## src/rtl/jtframe_i2s_tx.sv

```systemverilog
// I2S transmitter: divides clk into BCLK/LRCLK and serialises one buffered
// stereo pair per 64-BCLK frame, MSB one BCLK after each LRCLK edge.
module jtframe_i2s_tx #(
  parameter int DIV = 8,
  parameter int W   = 16
) (
  input  logic         clk,
  input  logic         rst,
  input  logic         sample,
  input  logic [W-1:0] snd_left,
  input  logic [W-1:0] snd_right,
  input  logic         mute,
  output logic         i2s_bclk,
  output logic         i2s_lrclk,
  output logic         i2s_data,
  output logic         underrun,
  output logic         overrun
);

  localparam int CW = $clog2(DIV);

  logic [CW-1:0] div_cnt;
  logic [5:0]    b;
  logic [5:0]    b_next;
  logic          wrap;
  logic          fall;
  logic          frame_load;
  logic [W-1:0]  pend_l;
  logic [W-1:0]  pend_r;
  logic          pend_valid;
  logic [W-1:0]  held_l;
  logic [W-1:0]  held_r;
  logic [W-1:0]  word;
  logic [31:0]   slot;
  logic [4:0]    idx;

  assign wrap       = div_cnt == CW'(DIV - 1);
  assign fall       = wrap && i2s_bclk;
  assign b_next     = b + 6'd1;
  assign frame_load = fall && (b_next == 6'd0);

  // The word is left-justified in a 32-bit slot so slot position p maps to
  // bit 32-p (= ~(p-1)); p=0 and p>W land on the zero padding below the LSB.
  assign word = b_next[5] ? held_r : held_l;
  assign slot = 32'(word) << (32 - W);
  assign idx  = b_next[4:0] - 5'd1;

  always_ff @(posedge clk) begin
    if (rst) begin
      div_cnt    <= '0;
      b          <= 6'd63;
      i2s_bclk   <= 1'b0;
      i2s_lrclk  <= 1'b0;
      i2s_data   <= 1'b0;
      underrun   <= 1'b0;
      overrun    <= 1'b0;
      pend_l     <= '0;
      pend_r     <= '0;
      pend_valid <= 1'b0;
      held_l     <= '0;
      held_r     <= '0;
    end else begin
      // NOTE: pulse outputs default low every cycle; later assignments in
      // this block win, so a pulse lasts exactly one clk.
      underrun <= 1'b0;
      overrun  <= 1'b0;

      div_cnt <= wrap ? '0 : div_cnt + CW'(1);
      if (wrap) i2s_bclk <= ~i2s_bclk;

      if (fall) begin
        b         <= b_next;
        i2s_lrclk <= b_next[5];
        i2s_data  <= ~mute & slot[~idx];
      end

      if (frame_load) begin
        if (pend_valid) begin
          held_l <= pend_l;
          held_r <= pend_r;
        end else begin
          underrun <= 1'b1;
        end
      end

      // A strobe coinciding with a frame load refills pending after the
      // load has taken the old contents, so nothing is lost.
      if (sample) begin
        pend_l     <= snd_left;
        pend_r     <= snd_right;
        pend_valid <= 1'b1;
        overrun    <= pend_valid & ~frame_load;
      end else if (frame_load) begin
        pend_valid <= 1'b0;
      end
    end
  end

endmodule
```

## config.mk

```make
export PLATFORM = sky130hd
export DESIGN_NAME = jtframe_i2s_tx
export DESIGN_NICKNAME = d
export VERILOG_FILES = /design/src/rtl/jtframe_i2s_tx.sv
export SDC_FILE = /design/constraint.sdc
export NUM_CORES = 1
export LEC_CHECK = 0
export CORE_MARGIN = 1
export CORE_UTILIZATION = 56
export CTS_BUF_LIST = sky130_fd_sc_hd__clkbuf_16
export CTS_CLUSTER_DIAMETER = 50
export DETAILED_ROUTE_END_ITERATION = 6
export PLACE_DENSITY_LB_ADDON = 0.2
export SLEW_MARGIN = 20
export SYNTH_ARGS = -nofsm -noshare
export SYNTH_HDL_FRONTEND = slang
export SYNTH_SLANG_ARGS = --single-unit
```

## constraint.sdc

```tcl
create_clock -name clk -period 2.5 [get_ports clk]
set_input_delay 0.5 -clock clk [delete_from_list [all_inputs] [get_ports clk]]
set_output_delay 0.5 -clock clk [all_outputs]
set_load 0.01 [all_outputs]
```

==> results.md <==
* CP max stage cell: or4_1
* Yosys warns at 0
* Global-route wire length before repair at 13.97 mm
* CP Max Fanout at 10
* Final wirelength at 8.361 mm
* CTS tree: done
* Synth Instances at 402
* WP data required at 2710 ps
* Delay-heaviest family, CP: compound AO/OA/AOI/OAI gates
* Seq. cell area at 1582 um^2
* CP Class: flop to flop
* Ant. Diodes at 0
* Main synth FF type: dfxtp_1
* Total gr overflow at 0
* IO Port Bufs at 40
* H-tree Lvls at 3
* Die area at approximately 6700 um^2
* Mapped cell area at 3586 um^2
* Tightest Pin Transition at 640.2 ps
* Area of the multi-input gates at 1812 um^2
* Cell count along the critical path at 6
* Post-layout nets at 466
* Slowest cell delay on critical path at 530 ps
* DR pass1 iterations at 4
* Vias in the first global route at 2816
* Wire per inst at 16.52 um
* RSZ-0062 raised after global routing: false
* Setup TNS at 0 ps
* Fmax at 421.2 MHz
* Initial Util at 59.17%
* Clk_skew at 5.321 ps
* CP endpoint: i2s_data$_SDFFE_PP0P_
* DRT iter0 DRCs at 214
* Initial antenna violation count at 0
* Worst r2r src: b[1]$_SDFFE_PP1P_
* CTS buffer count at 9
* Worst r2r dst: i2s_data$_SDFFE_PP0P_
* Status: completed
* Asr flop ratio synth at 0%
* Fill cells at 482
* Synthesized flop and latch total at 79
* Fraction of the yosys area taken by sequential cells at roughly 44%
* # hold bufs at CTS at 0
* Synth Area per Inst at 8.920 um^2
* Layout Area Growth over Synthesis at 20.55%
* Share of cells above drive strength 1 at 9.281%
* Synth unique cells at 46
* Sw Share at 20.79%
* Final Max Tran Viols at 0
* Buf/Inv on CP at 1
* Die X at roughly 82 um
* Worst setup path startpoint: b[1]$_SDFFE_PP1P_
* CP arrival at roughly 2600 ps
* Placeable Area at 6061 um^2
* Power Internal at 2.250 mW
* Routed Antenna Nets at 0
* Hold Vio Cnt, Final at 0
* Final setup viols at 0
* Worst Reg2Reg Path Length in Cells at 6
* Register-to-register setup slack at 130 ps
* Gpl congestion at 0.8773
* All-Layer GR Usage at 27.76%
* Via count at approximately 3000
* Via-per-instance ratio at 5.972
* Synthesized Nets at 442
* Gate power share at 5.4%
* Overall Power at 2.841 mW
* Critical-path cell list: ha_2, inv_2, or4_1, a211o_1, o2111a_1, o32a_1
* Max Root-Sink Buffers at 2
* Clock power share at about 48%
* Worst-Skew Late Latency at about 330 ps
* Rows at 28
* Setup crit end kind: flop
* I/O Pins at 41
* Number of synthesized flops with an enable pin at 0
* Share of power burned in registers at 46.5%
* Reg clk slew, reported paths at 60 ps
* DRC Markers at 0
* Half-perimeter wire length after placement at 5.407 mm
* Relative slew slack at 57.26%
* Startpoint class of the critical path: flop
* Chip height at 82.02 um
* Root Buffer: clkbuf_16
* Max-Cap Viols at 0
* Fin crit share at 94.97%
* Peak supply drop at 0.4364 mV
* Sw power at 0.5906 mW
* HP Class: flop to flop
* Cell Pwr Density at 657.2 nW/um^2
* Largest net degree at the start of global routing at 36
* CTS sink cnt at a little under 80
* Leakage at 1.701 nW
* Tmin final at 2374 ps
[sequential cells by signal, indices dropped and copies added, names as in the netlist]
register / flops
b: 6
i2s_bclk: 1
held_l: 16
pend_valid: 1
held_r: 16
overrun: 1
i2s_data: 1
i2s_lrclk: 1
div_cnt: 3
pend_r: 16
pend_l: 16
underrun: 1
[final cells by class]
class	instances	area share, %
Inverter	7	0.6078
Sequential cell	79	36.58
Multi-Input combinational cell	275	41.91
Timing Repair Buffer	54	11.46
Clock buffer	9	5.210
Clock inverter	7	2.055
Tap cell	75	2.171
[cells in the final DEF, fill, tap and decap left out, types with 5 or more instances in the layout]
master           instances
xnor2_1                  7
nand2_1                  6
o21ai_0                 36
nor2_1                  43
mux2i_1                 39
nand4_1                 35
dfxtp_1                 79
nand3_1                  5
a211o_1                  5
nand2b_1                10
buf_4                   14
clkbuf_16                9
a21oi_1                 39
nor3_1                   5
inv_1                    7
clkdlybuf4s50_1         38
[synth_stat cells (2+ instances only)]
| master | instances | area [um^2] |
|---|---|---|
| dfxtp_1 | 79 | 1582 |
| nor2_1 | 43 | 161.4 |
| a21oi_1 | 40 | 200.2 |
| mux2i_1 | 39 | 390.4 |
| o21ai_0 | 36 | 180.2 |
| nand4_1 | 35 | 219.0 |
| clkbuf_1 | 30 | 112.6 |
| nand2b_1 | 10 | 62.56 |
| xnor2_1 | 7 | 61.31 |
| buf_2 | 6 | 30.03 |
| inv_1 | 6 | 22.52 |
| nand2_1 | 6 | 22.52 |
| a211o_1 | 5 | 43.79 |
| nand3_1 | 5 | 25.02 |
| nor3_1 | 5 | 25.02 |
| ha_1 | 4 | 50.05 |
| mux2_2 | 4 | 45.04 |
| nor3b_1 | 4 | 30.03 |
| and2_1 | 3 | 18.77 |
| buf_4 | 3 | 22.52 |
| a221oi_1 | 2 | 17.52 |
| and3_1 | 2 | 12.51 |
| buf_1 | 2 | 7.510 |
| nor4_1 | 2 | 12.51 |
| nor4bb_1 | 2 | 20.02 |
| o32a_1 | 2 | 20.02 |
[how the worst min path moves through the flow]
stage	slack (ps)	start	cells after the start	end
6_report	430	div_cnt[0]$_SDFF_PP0_	1	div_cnt[0]$_SDFF_PP0_
5_1_grt	480	div_cnt[0]$_SDFF_PP0_	1	div_cnt[0]$_SDFF_PP0_
4_1_cts	440	div_cnt[0]$_SDFF_PP0_	1	div_cnt[0]$_SDFF_PP0_
3_5_place_dp	420	div_cnt[0]$_SDFF_PP0_	1	div_cnt[0]$_SDFF_PP0_
3_3_place_gp	410	div_cnt[0]$_SDFF_PP0_	1	div_cnt[0]$_SDFF_PP0_
2_1_floorplan	400	div_cnt[0]$_SDFF_PP0_	1	div_cnt[0]$_SDFF_PP0_
[repair_timing]
| item | in CTS | in global routing |
|---|---|---|
| endpoints found under the setup margin | 0 | 26 |
| setup buffers | 0 | 0 |
| resized for setup | 0 | 2 |
[cell families after synthesis]
kind of cell             share of synthesized area (%)
AND/OR/NAND/NOR                                  18.67
AO/OA/AOI/OAI                                    15.07
flip-flops                                       44.10
buffers and inverters                            5.548
multiplexers                                     13.50
XOR/XNOR                                         1.710
adder cells (fa/ha/maj)                          1.396
[power groups by stage]
| stage | sequential [mW] | combinational, mW | clock [mW] |
|---|---|---|---|
| 5_1_grt | 1.32 | 0.172 | 1.43 |
| 6_report | 1.32 | 0.154 | 1.37 |
| 3_5_place_dp | 1.35 | 0.154 | 0 |
| 3_3_place_gp | 1.35 | 0.150 | 0 |
| 4_1_cts | 1.32 | 0.155 | 1.39 |
| 2_1_floorplan | 1.34 | 0.0894 | 0 |
[metal layers]
metal	vias to the layer above	track usage (%)	wire [um]
met5	-	0	0
met4	0	13.33	225
met3	18	5.000	393
met2	72	40.41	3768
met1	1424	39.28	3973
li1	1508	-	-
[metrics by stage]
step	setup WS (ps)	cell area, um^2	util [%]	instances	hold WS (ps)
floorplan	376.3	3586	-	402	404.3
global placement	135.9	4003	66.04	490	412.8
detailed placement	139.8	4003	66.04	490	423.5
CTS	108.1	4317	71.22	506	435.8
global route	2.240	4323	71.33	506	476.8
finish	125.8	4323	71.33	506	433.2
(Power assumes the default switching activity.)
